$ cat src/rtl/ad_bus_initiator.sv
// ad_bus_initiator
//   Single-outstanding initiator for a multiplexed address/data bus.
//   Each accepted host request runs ADDR (ale, address driven), an optional
//   TURN cycle for reads (bus released before the responder drives it),
//   DATA (rd/wr strobe, waits for rdy with a cycle limit) and a one-cycle
//   RESP pulse back to the host.
//
// Ports
//   clk, reset_n        clock, asynchronous active-low reset
//   req_valid/req_ready host request handshake (ready only in IDLE)
//   req_write/addr/wdata request fields, captured on accept
//   rsp_valid           one-cycle completion pulse
//   rsp_rdata/rsp_err   read data / timeout flag, held until the next RESP
//   err_count           saturating count of timed-out transfers
//   ad_out/ad_oe/ad_in  bus drive value, drive enable, sampled bus value
//   ale, rd, wr         address latch enable and data-phase strobes
//   rdy                 responder ready, looked at only in DATA
module ad_bus_initiator #(
  parameter int TIMEOUT = 16
) (
  input  logic        clk,
  input  logic        reset_n,
  input  logic        req_valid,
  output logic        req_ready,
  input  logic        req_write,
  input  logic [31:0] req_addr,
  input  logic [15:0] req_wdata,
  output logic        rsp_valid,
  output logic [15:0] rsp_rdata,
  output logic        rsp_err,
  output logic [7:0]  err_count,
  output logic [31:0] ad_out,
  output logic        ad_oe,
  input  logic [31:0] ad_in,
  output logic        ale,
  output logic        rd,
  output logic        wr,
  input  logic        rdy
);

  typedef enum logic [2:0] {
    S_IDLE = 3'd0,
    S_ADDR = 3'd1,
    S_TURN = 3'd2,
    S_DATA = 3'd3,
    S_RESP = 3'd4
  } state_t;

  // Last DATA cycle index on which a missing rdy ends the transfer.
  localparam logic [7:0] LP_LAST = 8'(TIMEOUT - 1);

  state_t      r_state;
  logic        r_write;
  logic [31:0] r_addr;
  logic [15:0] r_wdata;
  logic [15:0] r_rdata;
  logic        r_err;
  logic [7:0]  r_ecnt;
  logic [7:0]  r_cnt;

  // Only the low half of the bus carries read data.
  logic w_unused_ad_hi;
  assign w_unused_ad_hi = ^ad_in[31:16];

  always_ff @(posedge clk or negedge reset_n) begin
    if (!reset_n) begin
      r_state <= S_IDLE;
      r_write <= 1'b0;
      r_addr  <= '0;
      r_wdata <= '0;
      r_rdata <= '0;
      r_err   <= 1'b0;
      r_ecnt  <= '0;
      r_cnt   <= '0;
    end else begin
      unique case (r_state)
        S_IDLE: begin
          if (req_valid) begin
            r_write <= req_write;
            r_addr  <= req_addr;
            r_wdata <= req_wdata;
            r_state <= S_ADDR;
          end
        end
        S_ADDR: begin
          r_cnt   <= '0;
          r_state <= r_write ? S_DATA : S_TURN;
        end
        S_TURN: r_state <= S_DATA;
        S_DATA: begin
          if (rdy) begin
            // Write completions leave the last read data untouched.
            if (!r_write) r_rdata <= ad_in[15:0];
            r_err   <= 1'b0;
            r_state <= S_RESP;
          end else if (r_cnt == LP_LAST) begin
            r_err   <= 1'b1;
            r_rdata <= '0;
            if (r_ecnt != 8'hFF) r_ecnt <= r_ecnt + 8'd1;
            r_state <= S_RESP;
          end else begin
            r_cnt <= r_cnt + 8'd1;
          end
        end
        S_RESP:  r_state <= S_IDLE;
        default: r_state <= S_IDLE;
      endcase
    end
  end

  // Moore decode: bus and handshake outputs follow the state register
  // alone, so an asynchronous reset drops the strobes and releases the bus
  // without waiting for a clock edge.
  assign req_ready = (r_state == S_IDLE);
  assign rsp_valid = (r_state == S_RESP);
  assign ale       = (r_state == S_ADDR);
  assign rd        = (r_state == S_DATA) && !r_write;
  assign wr        = (r_state == S_DATA) &&  r_write;
  assign ad_oe     = (r_state == S_ADDR) || ((r_state == S_DATA) && r_write);
  assign ad_out    = (r_state == S_ADDR) ? r_addr :
                     ((r_state == S_DATA) && r_write) ? {16'h0000, r_wdata} :
                     32'h0000_0000;
  assign rsp_rdata = r_rdata;
  assign rsp_err   = r_err;
  assign err_count = r_ecnt;

endmodule

$ cat config.mk
export PLATFORM = sky130hd
export DESIGN_NAME = ad_bus_initiator
export DESIGN_NICKNAME = d
export VERILOG_FILES = /design/src/rtl/ad_bus_initiator.sv
export SDC_FILE = /design/constraint.sdc
export NUM_CORES = 1
export LEC_CHECK = 0
export CAP_MARGIN = 25
export CORE_UTILIZATION = 47
export DETAILED_ROUTE_END_ITERATION = 6
export GPL_TIMING_DRIVEN = 0
export PLACE_DENSITY = 0.86
export RECOVER_POWER = 100
export SYNTH_ARGS = -nofsm -noshare
export SYNTH_HDL_FRONTEND = slang
export SYNTH_SLANG_ARGS = --single-unit
export TNS_END_PERCENT = 50
$ cat constraint.sdc
create_clock -name clk -period 4.9 [get_ports clk]
set_input_delay 0.735 -clock clk [delete_from_list [all_inputs] [get_ports clk]]
set_output_delay 0.735 -clock clk [all_outputs]
set_load 0.02 [all_outputs]
==> qor.yml <==
clockPowerShare_pct: 17.2
ir_drop_uv: 311
die_h_um: 91.1
areaGrowthSynthToFinish_pct: 44.3
pwr-share-comb_pct: 44.8
synth-edff-count: 0
routed-via-count: 2896
cts_buffers: 9
synth_area_leaders: "dfrtp_1, mux2_2, a22o_1"
wl_per_cell_um: 17.0
seq_power_share_pct: 38.0
fin_skew_ns: 0.00694
ys_seq_area_share_pct: 57.0
numPortBuffers: 131
die_x_um: 91.1
grt_usage_pct: 23.9
post_cts_buffers: 0
clk_pin_slew_ns: 0.09
routed_wl_um: 9200
synth_warnings: 0
status: "finished clean"
num_io_pins: 148
leakage_nw: 2.42
crit_type: "reg -> out"
die-area_um2: 8300
cts_tree: "done"
drv_slew: 0
grt_pass1_vias: 3045
layout.nets: 521
hpwl_um: 6560
p_total_mw: 3.02
endpoint_kind: "primary output"
cts.sinks: 85
internal_power_mw: 1.92
syn_area_um2: 3730
setup_viol: 0
synth-async-reset-ratio_pct: 100
vias_per_cell: 5.35
cp.required_ns: 4.16
htreeDepth: 3
grt_pass1_wl_um: 15300
period_minus_slack_ns: 4.14
synth-seq-cells: 85
clock_path_buffers: 2
antenna_cells: 0
place_area_um2: 5190
grt_overflow: 0
path_max_fanout: 10
fin_tns_setup_ns: 0
max_freq_mhz: 242
min_path_type: "reg -> reg"
power_density_nw_per_um2: 560
cts-root-buf: "clkbuf_8"
cp-start-kind: "flop"
netlist_instances: 291
drc_errors: 0
drive_above_1_share_pct: 15.9
synth_flop_cell: "dfrtp_1"
antenna_found_initial: 0
critPathArrivalTime_ns: 3.40
drv_cap: 0
synth_cell_types: 41
fp.coreArea_um2: 7690
clk_latency_ns: 0.35
rsz0062_at_grt: "no"
hold_ws_ns: 0.495
fin_crit_sh_pct: 84.5
syn_nets: 378
switching_power_mw: 1.09
initial_core_util_pct: 48.5
dr.pass1.iters: 4
netlist.area_leader.share_pct: 57.0
synth.avg_cell_area_um2: 12.8
worst_pin_slew_ns: 1.27
finalInstanceArea_um2: 5390
cts_hold_buf: 0
gp_congestion: 0.807
cts_resized: 0
drt_iter0_drc: 183
rows: 32
slew_headroom_pct: 15.4
grt_max_degree: 65
switching_share_pct: 36.3
postRouteAntennaNets: 0
finalHoldViolations: 0
synth.largest_area_cell: "dfrtp_1"
## cell families after synthesis
family / synth area share (%)
flops: 57.0
simple gates: 10.3
mux: 16.6
compound gates: 11.6
buf+inv: 2.62
xor+xnor: 1.17
fa+ha+maj: 0.671
## Yosys cell counts (all sizes together), types with 3 or more instances
library cell and number:
dfrtp 85, mux2 52, a22o 32, and2 20
clkbuf 14, nand2 7, nand3 7, nor2 7
buf 6, o21ai 6, inv 5, nand2b 5
nor3 4, xor2 4, mux2i 3, nand3b 3
o311ai 3, o41ai 3
## placed cells by master, fill, tap and decap left out, types with 2 or more instances in the layout
master           count
nor3_1               4
or3_1                2
clkbuf_1            21
dlygate4sd3_1       64
clkbuf_8            10
inv_1                5
nand3_1              7
o21a_1               2
xor2_1               4
or4_1                2
and2_0               2
o41ai_1              3
a22o_1              32
nor2_1               7
o21ai_0              6
inv_6                3
mux2_2              51
clkdlybuf4s50_1     66
and2_1              18
nor4b_1              2
nand3b_1             3
o311ai_0             3
nand2b_1             5
mux2i_1              3
nor4_1               2
dfrtp_1             85
nand2_1              7
ha_1                 2
## path summary, 6_finish.rpt
check | from | endpoint | slack (ns) | depth (start not counted)
max | r_state[1]$_DFFE_PN0P_ | ad_out[15] | 0.76 | 8
min | err_count[5]$_DFFE_PN0P_ | err_count[5]$_DFFE_PN0P_ | 0.50 | 1
max reg2reg | r_state[1]$_DFFE_PN0P_ | r_addr[21]$_DFFE_PN0P_ | 2.22 | 7
min reg2reg | err_count[5]$_DFFE_PN0P_ | err_count[5]$_DFFE_PN0P_ | 0.50 | 1
max in group asynchronous | reset_n | r_wdata[6]$_DFFE_PN0P_ | 3.36 | 2
min in group asynchronous | reset_n | r_addr[23]$_DFFE_PN0P_ | 0.63 | 1
## metrics by stage
| step | util [%] | cells | setup slack (ns) |
|---|---|---|---|
| final | 70.1 | 541 | 0.760 |
| after global routing | 70.1 | 541 | 0.499 |
| after CTS | 70.3 | 541 | 0.823 |
| after detailed placement | 67.6 | 525 | 1.22 |
| after global placement | 67.3 | 524 | 0.0809 |
| after floorplan | - | 291 | 2.13 |
## cell type report
cell class | instances | area, µm²
plain buffers | 20 | 75.1
clock inverters | 6 | 68.8
multi-input cells | 181 | 1500
well taps | 102 | 128
fillers | 571 | 2300
repair buffers | 132 | 1330
inverters | 5 | 18.8
flip-flops and latches | 85 | 2130
clock buffers | 10 | 138
## state kept, by name, summed over array words and instances, names as in the netlist
| register | cells |
|---|---|
| r_write | 1 |
| err_count | 8 |
| r_addr | 32 |
| r_state | 3 |
| rsp_rdata | 16 |
| rsp_err | 1 |
| r_wdata | 16 |
| r_cnt | 8 |
## power groups by stage
stage	Clock, mW	Combinational [mW]	Sequential [mW]
4_1_cts	0.527	1.44	1.15
6_report	0.519	1.35	1.15
5_1_grt	0.560	1.46	1.18
3_5_place_dp	0	1.43	1.16
3_3_place_gp	0	1.40	1.14
2_1_floorplan	0	0.775	1.19
## layer usage
layer / wire [µm] / track usage [%] / vias to the layer above
li1: - / - / 1342
met1: 3700 / 30.5 / 1455
met2: 4940 / 40.4 / 78
met3: 317 / 4.19 / 21
met4: 244 / 9.92 / 0
met5: 0 / 0 / -
## worst max-delay path: stages (launching register included)
cell	delay, ns
dfrtp_1	0.35
clkbuf_1	0.37
inv_1	0.19
nor2_1	0.32
and2_1	0.18
clkbuf_1	0.33
clkbuf_1	0.42
a22o_1	0.20
dlygate4sd3_1	0.68
No activity file was read; power rests on OpenSTA's default activity.
